[src/rtl/rf_wb_arb_if.sv]
// rf_wb_arb_if: bus bundle for the register-file writeback arbiter.
// Carries flush, the three result sources (ALU, LSU, MUL), the pending-register
// scoreboard set/busy signals and the two RF write ports.
//   slave  : arbiter side (consumes results, drives RF ports and readies)
//   master : producer/consumer side (drives results, observes RF ports)
interface rf_wb_arb_if;
  logic        flush;

  logic        alu_wen;
  logic [3:0]  alu_wdst;
  logic        alu_wbank;
  logic [31:0] alu_wdata;

  logic        lsu_valid;
  logic [3:0]  lsu_wdst;
  logic        lsu_wbank;
  logic [31:0] lsu_wdata;
  logic        lsu_ready;

  logic        mul_valid;
  logic [3:0]  mul_wdst;
  logic        mul_wbank;
  logic [31:0] mul_wdata;
  logic        mul_ready;

  logic        sb_set;
  logic [3:0]  sb_dst;
  logic        sb_bank;
  logic [23:0] sb_busy;

  logic        rf_wen0;
  logic [3:0]  rf_wdst0;
  logic        rf_wbank0;
  logic [31:0] rf_wdata0;
  logic        rf_wen1;
  logic [3:0]  rf_wdst1;
  logic        rf_wbank1;
  logic [31:0] rf_wdata1;

  modport slave (
    input  flush,
    input  alu_wen, alu_wdst, alu_wbank, alu_wdata,
    input  lsu_valid, lsu_wdst, lsu_wbank, lsu_wdata,
    output lsu_ready,
    input  mul_valid, mul_wdst, mul_wbank, mul_wdata,
    output mul_ready,
    input  sb_set, sb_dst, sb_bank,
    output sb_busy,
    output rf_wen0, rf_wdst0, rf_wbank0, rf_wdata0,
    output rf_wen1, rf_wdst1, rf_wbank1, rf_wdata1
  );

  modport master (
    output flush,
    output alu_wen, alu_wdst, alu_wbank, alu_wdata,
    output lsu_valid, lsu_wdst, lsu_wbank, lsu_wdata,
    input  lsu_ready,
    output mul_valid, mul_wdst, mul_wbank, mul_wdata,
    input  mul_ready,
    output sb_set, sb_dst, sb_bank,
    input  sb_busy,
    input  rf_wen0, rf_wdst0, rf_wbank0, rf_wdata0,
    input  rf_wen1, rf_wdst1, rf_wbank1, rf_wdata1
  );
endinterface

[src/rtl/rf_wb_arb.sv]
// rf_wb_arb: writeback arbiter and pending-register scoreboard for the SH-4
// integer register file. Merges ALU (never stalls), LSU (2-entry FIFO) and MUL
// (valid/ready) results onto two registered RF write ports, priority
// ALU > LSU head > MUL, and tracks long-latency writes per physical register.
// Ports:
//   clk  - clock
//   rst  - asynchronous active-high reset
//   bus  - rf_wb_arb_if.slave (flush, result sources, scoreboard, RF ports)
module rf_wb_arb (
  input logic        clk,
  input logic        rst,
  rf_wb_arb_if.slave bus
);

  typedef enum logic [1:0] {SRC_ALU, SRC_LSU, SRC_MUL} src_e;

  // Banked R0-R7 live at physical 16..23; everything else maps 1:1.
  function automatic logic [4:0] phys_idx(input logic [3:0] dst, input logic bank);
    phys_idx = (bank && !dst[3]) ? {2'b10, dst[2:0]} : {1'b0, dst};
  endfunction

  // LSU FIFO storage and control
  logic [3:0]  fifo_dst  [2];
  logic        fifo_bank [2];
  logic [31:0] fifo_data [2];
  logic        rd_ptr, wr_ptr;
  logic [1:0]  count;

  logic [23:0] busy, busy_next;

  logic        wen0_p1, wen1_p1;
  logic [3:0]  dst0_p1, dst1_p1;
  logic        bank0_p1, bank1_p1;
  logic [31:0] data0_p1, data1_p1;

  logic        has_lsu, has_mul, lsu_ready, push, pop;
  logic        g0, g1, grant_lsu, grant_mul;
  src_e        src0, src1;
  logic [4:0]  idx_alu, idx_lsu, idx_mul, idx_sb;
  logic [3:0]  dst0, dst1;
  logic        bank0, bank1;
  logic [31:0] data0, data1;

  // Stage p0: candidate selection, conflict check and grant
  assign has_lsu   = (count != 2'd0) && !bus.flush;
  assign has_mul   = bus.mul_valid && !bus.flush;
  // Readiness uses the pre-pop count, so a full FIFO may push and pop together
  // only when ready is already high -- i.e. never while full.
  assign lsu_ready = (count != 2'd2) && !bus.flush;
  assign push      = bus.lsu_valid && lsu_ready;
  assign pop       = grant_lsu;

  assign idx_alu = phys_idx(bus.alu_wdst, bus.alu_wbank);
  assign idx_lsu = phys_idx(fifo_dst[rd_ptr], fifo_bank[rd_ptr]);
  assign idx_mul = phys_idx(bus.mul_wdst, bus.mul_wbank);
  assign idx_sb  = phys_idx(bus.sb_dst, bus.sb_bank);

  always_comb begin
    g0   = 1'b0;
    g1   = 1'b0;
    src0 = SRC_ALU;
    src1 = SRC_MUL;
    // Only the top two candidates are considered; a same-index second
    // candidate loses and the third never gets a port.
    if (bus.alu_wen) begin
      g0 = 1'b1;
      if (has_lsu) begin
        if (idx_lsu != idx_alu) begin
          g1   = 1'b1;
          src1 = SRC_LSU;
        end
      end else if (has_mul && (idx_mul != idx_alu)) begin
        g1 = 1'b1;
      end
    end else if (has_lsu) begin
      g0   = 1'b1;
      src0 = SRC_LSU;
      if (has_mul && (idx_mul != idx_lsu)) g1 = 1'b1;
    end else if (has_mul) begin
      g0   = 1'b1;
      src0 = SRC_MUL;
    end
    grant_lsu = (g0 && (src0 == SRC_LSU)) || (g1 && (src1 == SRC_LSU));
    grant_mul = (g0 && (src0 == SRC_MUL)) || (g1 && (src1 == SRC_MUL));
  end

  always_comb begin
    case (src0)
      SRC_ALU: begin dst0 = bus.alu_wdst;      bank0 = bus.alu_wbank;      data0 = bus.alu_wdata;      end
      SRC_LSU: begin dst0 = fifo_dst[rd_ptr];  bank0 = fifo_bank[rd_ptr];  data0 = fifo_data[rd_ptr];  end
      default: begin dst0 = bus.mul_wdst;      bank0 = bus.mul_wbank;      data0 = bus.mul_wdata;      end
    endcase
    if (src1 == SRC_LSU) begin
      dst1 = fifo_dst[rd_ptr]; bank1 = fifo_bank[rd_ptr]; data1 = fifo_data[rd_ptr];
    end else begin
      dst1 = bus.mul_wdst;     bank1 = bus.mul_wbank;     data1 = bus.mul_wdata;
    end
  end

  // Clears go in first so a same-cycle set on the same index wins.
  always_comb begin
    busy_next = busy;
    if (grant_lsu) busy_next[idx_lsu] = 1'b0;
    if (grant_mul) busy_next[idx_mul] = 1'b0;
    if (bus.sb_set) busy_next[idx_sb] = 1'b1;
    if (bus.flush) busy_next = '0;
  end

  always_ff @(posedge clk) begin
    if (push) begin
      fifo_dst[wr_ptr]  <= bus.lsu_wdst;
      fifo_bank[wr_ptr] <= bus.lsu_wbank;
      fifo_data[wr_ptr] <= bus.lsu_wdata;
    end
  end

  // Stage p1: registered RF write ports, FIFO pointers and scoreboard
  always_ff @(posedge clk or posedge rst) begin
    if (rst) begin
      count    <= 2'd0;
      rd_ptr   <= 1'b0;
      wr_ptr   <= 1'b0;
      busy     <= '0;
      wen0_p1  <= 1'b0;
      wen1_p1  <= 1'b0;
      dst0_p1  <= '0;
      dst1_p1  <= '0;
      bank0_p1 <= 1'b0;
      bank1_p1 <= 1'b0;
      data0_p1 <= '0;
      data1_p1 <= '0;
    end else begin
      busy    <= busy_next;
      wen0_p1 <= g0;
      wen1_p1 <= g1;
      if (g0) begin
        dst0_p1  <= dst0;
        bank0_p1 <= bank0;
        data0_p1 <= data0;
      end
      if (g1) begin
        dst1_p1  <= dst1;
        bank1_p1 <= bank1;
        data1_p1 <= data1;
      end
      if (bus.flush) begin
        count  <= 2'd0;
        rd_ptr <= 1'b0;
        wr_ptr <= 1'b0;
      end else begin
        if (push) wr_ptr <= ~wr_ptr;
        if (pop)  rd_ptr <= ~rd_ptr;
        count <= count + {1'b0, push} - {1'b0, pop};
      end
    end
  end

  assign bus.lsu_ready = lsu_ready;
  assign bus.mul_ready = grant_mul;
  assign bus.sb_busy   = busy;
  assign bus.rf_wen0   = wen0_p1;
  assign bus.rf_wdst0  = dst0_p1;
  assign bus.rf_wbank0 = bank0_p1;
  assign bus.rf_wdata0 = data0_p1;
  assign bus.rf_wen1   = wen1_p1;
  assign bus.rf_wdst1  = dst1_p1;
  assign bus.rf_wbank1 = bank1_p1;
  assign bus.rf_wdata1 = data1_p1;

endmodule

[src/flat_wrapper.sv]
// flat-port wrapper written by rule: the top's interface ports become plain ports
module rf_wb_arb_flat 
  (clk, rst, bus_flush, bus_alu_wen, bus_alu_wdst, bus_alu_wbank, bus_alu_wdata, bus_lsu_valid, bus_lsu_wdst, bus_lsu_wbank, bus_lsu_wdata, bus_lsu_ready, bus_mul_valid, bus_mul_wdst, bus_mul_wbank, bus_mul_wdata, bus_mul_ready, bus_sb_set, bus_sb_dst, bus_sb_bank, bus_sb_busy, bus_rf_wen0, bus_rf_wdst0, bus_rf_wbank0, bus_rf_wdata0, bus_rf_wen1, bus_rf_wdst1, bus_rf_wbank1, bus_rf_wdata1);
  rf_wb_arb_if bus_i ();
  input logic clk;
  input logic rst;
  input wire logic [$bits(bus_i.flush)-1:0] bus_flush;
  input wire logic [$bits(bus_i.alu_wen)-1:0] bus_alu_wen;
  input wire logic [$bits(bus_i.alu_wdst)-1:0] bus_alu_wdst;
  input wire logic [$bits(bus_i.alu_wbank)-1:0] bus_alu_wbank;
  input wire logic [$bits(bus_i.alu_wdata)-1:0] bus_alu_wdata;
  input wire logic [$bits(bus_i.lsu_valid)-1:0] bus_lsu_valid;
  input wire logic [$bits(bus_i.lsu_wdst)-1:0] bus_lsu_wdst;
  input wire logic [$bits(bus_i.lsu_wbank)-1:0] bus_lsu_wbank;
  input wire logic [$bits(bus_i.lsu_wdata)-1:0] bus_lsu_wdata;
  output wire logic [$bits(bus_i.lsu_ready)-1:0] bus_lsu_ready;
  input wire logic [$bits(bus_i.mul_valid)-1:0] bus_mul_valid;
  input wire logic [$bits(bus_i.mul_wdst)-1:0] bus_mul_wdst;
  input wire logic [$bits(bus_i.mul_wbank)-1:0] bus_mul_wbank;
  input wire logic [$bits(bus_i.mul_wdata)-1:0] bus_mul_wdata;
  output wire logic [$bits(bus_i.mul_ready)-1:0] bus_mul_ready;
  input wire logic [$bits(bus_i.sb_set)-1:0] bus_sb_set;
  input wire logic [$bits(bus_i.sb_dst)-1:0] bus_sb_dst;
  input wire logic [$bits(bus_i.sb_bank)-1:0] bus_sb_bank;
  output wire logic [$bits(bus_i.sb_busy)-1:0] bus_sb_busy;
  output wire logic [$bits(bus_i.rf_wen0)-1:0] bus_rf_wen0;
  output wire logic [$bits(bus_i.rf_wdst0)-1:0] bus_rf_wdst0;
  output wire logic [$bits(bus_i.rf_wbank0)-1:0] bus_rf_wbank0;
  output wire logic [$bits(bus_i.rf_wdata0)-1:0] bus_rf_wdata0;
  output wire logic [$bits(bus_i.rf_wen1)-1:0] bus_rf_wen1;
  output wire logic [$bits(bus_i.rf_wdst1)-1:0] bus_rf_wdst1;
  output wire logic [$bits(bus_i.rf_wbank1)-1:0] bus_rf_wbank1;
  output wire logic [$bits(bus_i.rf_wdata1)-1:0] bus_rf_wdata1;
  assign bus_i.flush = bus_flush;
  assign bus_i.alu_wen = bus_alu_wen;
  assign bus_i.alu_wdst = bus_alu_wdst;
  assign bus_i.alu_wbank = bus_alu_wbank;
  assign bus_i.alu_wdata = bus_alu_wdata;
  assign bus_i.lsu_valid = bus_lsu_valid;
  assign bus_i.lsu_wdst = bus_lsu_wdst;
  assign bus_i.lsu_wbank = bus_lsu_wbank;
  assign bus_i.lsu_wdata = bus_lsu_wdata;
  assign bus_lsu_ready = bus_i.lsu_ready;
  assign bus_i.mul_valid = bus_mul_valid;
  assign bus_i.mul_wdst = bus_mul_wdst;
  assign bus_i.mul_wbank = bus_mul_wbank;
  assign bus_i.mul_wdata = bus_mul_wdata;
  assign bus_mul_ready = bus_i.mul_ready;
  assign bus_i.sb_set = bus_sb_set;
  assign bus_i.sb_dst = bus_sb_dst;
  assign bus_i.sb_bank = bus_sb_bank;
  assign bus_sb_busy = bus_i.sb_busy;
  assign bus_rf_wen0 = bus_i.rf_wen0;
  assign bus_rf_wdst0 = bus_i.rf_wdst0;
  assign bus_rf_wbank0 = bus_i.rf_wbank0;
  assign bus_rf_wdata0 = bus_i.rf_wdata0;
  assign bus_rf_wen1 = bus_i.rf_wen1;
  assign bus_rf_wdst1 = bus_i.rf_wdst1;
  assign bus_rf_wbank1 = bus_i.rf_wbank1;
  assign bus_rf_wdata1 = bus_i.rf_wdata1;
  rf_wb_arb u_core (.clk(clk), .rst(rst), .bus(bus_i));
endmodule
[config.mk]
export PLATFORM = sky130hd
export DESIGN_NAME = rf_wb_arb_flat
export DESIGN_NICKNAME = d
export VERILOG_FILES = /design/src/rtl/rf_wb_arb_if.sv /design/src/rtl/rf_wb_arb.sv /design/src/flat_wrapper.sv
export SDC_FILE = /design/constraint.sdc
export NUM_CORES = 1
export LEC_CHECK = 0
export ABC_AREA = 1
export ABC_CLOCK_PERIOD_IN_PS = 3250
export CAP_MARGIN = 20
export CORE_UTILIZATION = 44
export CTS_BUF_LIST = sky130_fd_sc_hd__clkbuf_16
export DETAILED_ROUTE_END_ITERATION = 12
export GPL_TIMING_DRIVEN = 0
export MAX_ROUTING_LAYER = met4
export PLACE_DENSITY = 0.78
export REMOVE_ABC_BUFFERS = 1
export SETUP_SLACK_MARGIN = 0.15
export SYNTH_ARGS = -nofsm -noshare
export SYNTH_HDL_FRONTEND = slang
export SYNTH_SLANG_ARGS = --single-unit
[constraint.sdc]
create_clock -name clk -period 3.25 [get_ports clk]
set_input_delay 0.65 -clock clk [delete_from_list [all_inputs] [get_ports clk]]
set_output_delay 0.65 -clock clk [all_outputs]
set_load 0.01 [all_outputs]
==> results.sh, run 1 <==
export IMPL_area_delta_synth_final_pct=40.1
export IMPL_path_clk_slew_ns=0.07
export IMPL_die_h_um=140
export IMPL_grt_setup_unrepaired="no"
export IMPL_peakVddDrop_mv=0.427
export IMPL_met2WireLength_um=13000
export IMPL_crit_type="in2out"
export IMPL_max_slew_margin_pct=34.8
export IMPL_synthMuxAreaShare_pct=0
export IMPL_placeableCoreArea_um2=18300
export IMPL_yosys_area_top_type_share_pct=31.3
export IMPL_synthTopCellsByArea="dfrtp_1, edfxtp_1, nand2_1"
export IMPL_clockBufferDepth=2
export IMPL_cp_arrival_ns=2.23
export IMPL_io_pins=225
export IMPL_gr_total_overflow=0
export IMPL_synthSimpleGateAreaFrac_pct=28.3
export IMPL_num_vias=7964
export IMPL_crit_end="bus_mul_ready"
export IMPL_clock_fmax_mhz=347
export IMPL_port_buffers=224
export IMPL_gp_congestion=0.905
export IMPL_required_ns=2.60
export IMPL_vias_per_cell=5.53
export IMPL_cap_violations=0
export IMPL_synth_edf_count=74
export IMPL_timing_rr_start="u_core.rd_ptr"
export IMPL_start_util_pct=45.6
export IMPL_crit_chain="clkdlybuf4s50_1, inv_1, nor3_4, nand2_4, nand3_4, dlymetal6s2s_1"
export IMPL_path_max_fanout=19
export IMPL_powerDensity_nw_per_um2=674
export IMPL_status="complete, no violations"
export IMPL_die_w_um=140
export IMPL_ys_ff_latch=178
export IMPL_htree_levels=4
export IMPL_yosys_area_top_type="dfrtp_1"
export IMPL_drc=0
export IMPL_root_buffer="clkbuf_16"
export IMPL_ys_top_cells_by_count="nand2_1, nand3_1, dfrtp_1, nor2_1, edfxtp_1"
export IMPL_yosysUniqueCellTypes=29
export IMPL_slowest_delay_ns=0.48
export IMPL_wl_per_cell_um=18.8
export IMPL_drt_first_pass_iters=6
export IMPL_ctsHoldBuffers=0
export IMPL_synth_yosys_seq_area_share_pct=58.0
export IMPL_synth_avg_cell_area_um2=8.52
export IMPL_rows=49
export IMPL_dp_hpwl_um=17200
export IMPL_nets=1321
export IMPL_reg2reg_to="u_core.bus.rf_wdata1[24]"
export IMPL_slew_violations=0
export IMPL_die_area_um2=19500
export IMPL_yosysMostFrequentCell="nand2_1"
export IMPL_grt_pass1_wl_um=41700
export IMPL_tightest_slew_ns=0.974
export IMPL_drt_wl_total_um=27000
export IMPL_async_flop_share_pct=58.4
export IMPL_clock_latency_ns=0.45
export IMPL_finalSetupViolCount=0
export IMPL_crit_path_start="bus_mul_valid"
export IMPL_drt_initial_drc_count=604
export IMPL_synth_ff_type="dfrtp_1"
export IMPL_crit_slowest_cell="clkdlybuf4s50_1"
export IMPL_power_uw=7860
export IMPL_clock_sinks=178
export IMPL_antenna_found_initial=3
export IMPL_yosys_area_share_adder_pct=0.301
export IMPL_end_kind="primary output"
export IMPL_finalClockSkew_ns=0.0170
export IMPL_numCtsBuffers=17
export IMPL_netlist_area_um2=8320
export IMPL_period_share_pct=88.8
export IMPL_post_route_util_pct=63.8
export IMPL_startpoint_type="input pin"
export IMPL_wl_met3_um=2610
export IMPL_wl_met1_um=10500
export IMPL_r2r_slack_ns=0.40
export IMPL_p_leak_uw=0.00490
export IMPL_synth_compound_area_share_pct=8.07
export IMPL_period_needed_ns=2.88
export IMPL_synth_xor_area_share_pct=0.737
export IMPL_hp_class="reg2reg"
export IMPL_r2r_cells=13
export IMPL_synth_top_family_by_area="simple AND/OR/NAND/NOR gates"
export IMPL_ys_warn_count=0
export IMPL_cts_tree="done"
export IMPL_grt_max_degree=63
export IMPL_layout_drive_gt1_share_pct=6.45
export IMPL_first_global_vias=7750
export IMPL_ant_nets=0
export IMPL_syn_inst=977
export IMPL_topRoutingLayerUsed="met4"
export IMPL_track_usage_pct=29.4
export IMPL_hold_viol_final=0
## cells by family (layout without fill, tap and decap cells)
logic type	count (synthesis)	in the layout
AND/OR/NAND/NOR	579	582
flip-flops	178	178
AO/OA/AOI/OAI	119	119
buffers and inverters	92	321
XOR/XNOR	7	7
adder cells (fa/ha/maj)	2	2
other	0	3
## layer usage
layer  track usage [%]  vias to the layer above
met5                 -                        -
met4              12.7                        0
met3              6.16                       77
met2              46.7                      444
met1              36.4                     3753
li1                  -                     3690
## cell usage in the layout, fill, tap and decap left out, types with 17 or more instances in the layout
cell,count
nand2_1,360
clkdlybuf4s50_1,220
nand3_1,105
dfrtp_1,103
nor2_1,89
edfxtp_1,74
a21oi_1,63
inv_1,41
a31oi_1,25
clkbuf_16,17
## stage by stage
step / instances / worst slack [ns] / hold slack (ns) / setup TNS (ns) / area (um^2)
after floorplan: 932 / -1.63 / 0.482 / -65.13 / 8110
after global placement: 1385 / -6.78 / 0.463 / -729.07 / 10600
after detailed placement: 1394 / -1.79 / 0.469 / -151.03 / 10900
after CTS: 1438 / 0.0188 / 0.486 / 0 / 11600
after global routing: 1441 / 0.247 / 0.507 / 0 / 11700
final: 1441 / 0.365 / 0.486 / 0 / 11700
## area by class of cell
type	instances	area [um^2]
timing repair buffer	242	2540
clock inverter	15	161
antenna	3	7.51
fill	1495	6610
multi-input combinational	710	3210
sequential	178	4830
inverter	47	206
tap	229	287
clock buffer	17	425
## power breakdown
| group | internal (uW) | leakage [uW] | total, uW | switching [uW] |
|---|---|---|---|---|
| Sequential | 2800 | 0.00197 | 3050 | 247 |
| Combinational | 1250 | 0.00264 | 2740 | 1500 |
| Clock | 1030 | 0.000288 | 2070 | 1030 |
| Total | 5080 | 0.00490 | 7860 | 2770 |
## how the worst min path moves through the flow
stage                                   startpoint                  endpoint  slack (ns)  cells past startpoint
after floorplan                      u_core.wr_ptr             u_core.wr_ptr        0.48                      1
after global placement    u_core.bus.rf_wdata1[15]  u_core.bus.rf_wdata1[15]        0.46                      2
after detailed placement  u_core.bus.rf_wdata1[15]  u_core.bus.rf_wdata1[15]        0.47                      2
after CTS                 u_core.bus.rf_wdata1[15]  u_core.bus.rf_wdata1[15]        0.49                      2
after global routing      u_core.bus.rf_wdata1[13]  u_core.bus.rf_wdata1[13]        0.51                      2
final                      u_core.bus.rf_wdata1[9]   u_core.bus.rf_wdata1[9]        0.49                      2
## critical path: cells and delay by family
kind | cells | cell delay [ns]
simple gates | 3 | 0.84
buf+inv | 3 | 0.74
## sequential cells by signal, indices dropped and copies added, names as in the netlist, 2 cells and up
name / flops
u_core.bus.rf_wdst0: 4
u_core.fifo_bank: 2
u_core.fifo_data: 64
u_core.bus.rf_wdata1: 32
u_core.count: 2
u_core.bus.rf_wdata0: 32
u_core.bus.rf_wdst1: 4
u_core.bus.sb_busy: 24
u_core.fifo_dst: 8
## repair_timing
item | 4_1_cts | 5_1_grt
pin swaps | 3 | 0
buffers inserted | 9 | 0
gates resized for setup | 25 | 3
cloned | 3 | 0
setup endpoints to repair | 143 | 6
(Power assumes the default switching activity.)
==> run 2, diff against run 1 <==
--- a/config.mk
+++ b/config.mk
@@ -8,14 +8,16 @@
 export ABC_AREA = 1
 export ABC_CLOCK_PERIOD_IN_PS = 3250
 export CAP_MARGIN = 20
-export CORE_UTILIZATION = 44
+export CORE_UTILIZATION = 57
 export CTS_BUF_LIST = sky130_fd_sc_hd__clkbuf_16
 export DETAILED_ROUTE_END_ITERATION = 12
+export DONT_BUFFER_PORTS = 1
 export GPL_TIMING_DRIVEN = 0
 export MAX_ROUTING_LAYER = met4
-export PLACE_DENSITY = 0.78
+export PLACE_DENSITY = 0.76
 export REMOVE_ABC_BUFFERS = 1
 export SETUP_SLACK_MARGIN = 0.15
 export SYNTH_ARGS = -nofsm -noshare
 export SYNTH_HDL_FRONTEND = slang
 export SYNTH_SLANG_ARGS = --single-unit
+export TNS_END_PERCENT = 10
==> results.sh, run 2 (synthesized netlist as in run 1, its figures left out) <==
export IMPL_most_common_layout_cells="nand2_1, nand3_1, dfrtp_1"
export IMPL_peakVddDrop_mv=0.402
export IMPL_track_usage_pct=32.6
export IMPL_clock_sinks=178
export IMPL_crit_end="bus_mul_ready"
export IMPL_path_clk_slew_ns=0.07
export IMPL_period_share_pct=95.1
export IMPL_cp_num_buf_inv=1
export IMPL_clockBufferDepth=2
export IMPL_die_h_um=123
export IMPL_regMostFlops="u_core.fifo_data"
export IMPL_drt_initial_drc_count=591
export IMPL_period_needed_ns=3.09
export IMPL_timing_rr_start="u_core.rd_ptr"
export IMPL_max_slew_margin_pct=46.8
export IMPL_ant_nets=0
export IMPL_clock_latency_ns=0.43
export IMPL_hp_class="in2async"
export IMPL_drt_wl_total_um=23000
export IMPL_r2r_slack_ns=0.43
export IMPL_dp_hpwl_um=14800
export IMPL_rows=43
export IMPL_grt_pass1_wl_um=35200
export IMPL_first_global_vias=6775
export IMPL_largest_register_ff_count=64
export IMPL_antenna_found_initial=0
export IMPL_end_kind="primary output"
export IMPL_hold_viol_final=0
export IMPL_crit_path_start="u_core.rd_ptr"
export IMPL_crit_slowest_cell="dfrtp_4"
export IMPL_die_area_um2=15100
export IMPL_finalSetupViolCount=0
export IMPL_nets=1090
export IMPL_gp_congestion=0.904
export IMPL_cap_violations=0
export IMPL_cp_common_cell="nand2_1"
export IMPL_p_leak_uw=0.00398
export IMPL_powerDensity_nw_per_um2=751
export IMPL_critical_path_top_delay_family="simple AND/OR/NAND/NOR gates"
export IMPL_finalClockSkew_ns=0.0140
export IMPL_required_ns=2.60
export IMPL_die_w_um=123
export IMPL_vias_per_cell=5.98
export IMPL_wl_per_cell_um=19.9
export IMPL_io_pins=225
export IMPL_start_util_pct=59.3
export IMPL_gr_total_overflow=0
export IMPL_numCtsBuffers=17
export IMPL_slowest_delay_ns=0.63
export IMPL_area_delta_synth_final_pct=11.3
export IMPL_reg2reg_to="u_core.count[1]"
export IMPL_stdcell_count=1158
export IMPL_root_buffer="clkbuf_16"
export IMPL_port_buffers=0
export IMPL_placeableCoreArea_um2=14000
export IMPL_num_antenna_cells=0
export IMPL_startpoint_type="register"
export IMPL_drt_first_pass_iters=5
export IMPL_grt_max_degree=59
export IMPL_nFillCells=1130
export IMPL_cp_arrival_ns=2.44
export IMPL_num_vias=6921
export IMPL_ctsHoldBuffers=0
export IMPL_layout_drive_gt1_share_pct=6.75
export IMPL_path_max_fanout=39
export IMPL_clock_fmax_mhz=323
export IMPL_final_common_cell="nand2_1"
export IMPL_slew_violations=0
export IMPL_drc=0
export IMPL_cp_depth=9
export IMPL_crit_type="reg2out"
export IMPL_r2r_cells=13
export IMPL_post_route_util_pct=66.0
export IMPL_htree_levels=4
export IMPL_tightest_slew_ns=0.797
export IMPL_status="complete, no violations"
export IMPL_crit_chain="inv_8, nand2_1, nand2_2, nand2_1, nand2_1, nand2_1, nand3_1, nand2_1, nand3_4"
export IMPL_grt_setup_unrepaired="yes"
export IMPL_dp_cells=1120
export IMPL_cts_tree="done"
-- run 2: cell types whose count changed in the layout (fill, tap and decap cells not counted), moves of 2 or more --
cell and change:
inv_6 -2, buf_6 -3, nor3_4 -2, inv_2 -2, clkinv_4 +3, diode_2 -3
dlygate4sd2_1 -2, clkinv_8 -2, clkdlybuf4s50_1 -220, nand2_2 -4, nand2_1 +2, buf_4 -2
bufinv_16 +2
-- run 2: area by class of cell --
type	count	area (um^2)	area share (%)
Tap cell	180	225	2.43
Multi-Input combinational cell	708	3170	34.3
Clock inverter	15	194	2.09
Timing Repair Buffer	13	225	2.43
Inverter	47	189	2.04
Clock buffer	17	425	4.59
Sequential cell	178	4830	52.1
-- run 2: worst min-delay path by stage --
stage	startpoint	end	depth (start not counted)
after floorplan	u_core.wr_ptr	u_core.wr_ptr	1
after global placement	u_core.wr_ptr	u_core.wr_ptr	1
after detailed placement	u_core.bus.rf_wdata1[28]	u_core.bus.rf_wdata1[28]	2
after CTS	rst	u_core.bus.rf_wdata1[28]	1
after global routing	rst	u_core.bus.rf_wdata0[28]	1
final	rst	u_core.bus.rf_wdata0[28]	1
-- run 2: layer usage --
layer | GRT usage [%] | vias to the layer above | routed length (um)
li1 | - | 3212 | -
met1 | 40.0 | 3254 | 9220
met2 | 50.1 | 392 | 10800
met3 | 8.83 | 63 | 2220
met4 | 15.4 | 0 | 776
met5 | - | - | 0
-- run 2: what timing repair did --
action / 4_1_cts / 5_1_grt
gates cloned: 1 / 0
setup buffers: 5 / 0
endpoints found under the setup margin: 66 / 40
gates resized for setup: 8 / 4
pin swaps: 2 / 0
-- run 2: where the power goes --
group	leakage [uW]	internal [uW]	switching (uW)	total, uW
logic	0.00170	483	1010	1500
registers	0.00197	2800	507	3310
clock network	0.000305	1180	971	2150
total	0.00398	4460	2490	6950
-- run 2: through the flow --
step           TNS (ns)  worst slack (ns)  cell area [um^2]  hold WS, ns  total power [uW]
2_1_floorplan    -65.13             -1.63              8110        0.482              4240
3_3_place_gp    -471.59             -5.20              8340        0.504              4670
3_5_place_dp     -39.25             -1.06              8530        0.538              4760
4_1_cts               0             0.199              9250        0.177              6950
5_1_grt               0            0.0193              9260        0.209              7310
6_report              0             0.158              9260        0.165              6950
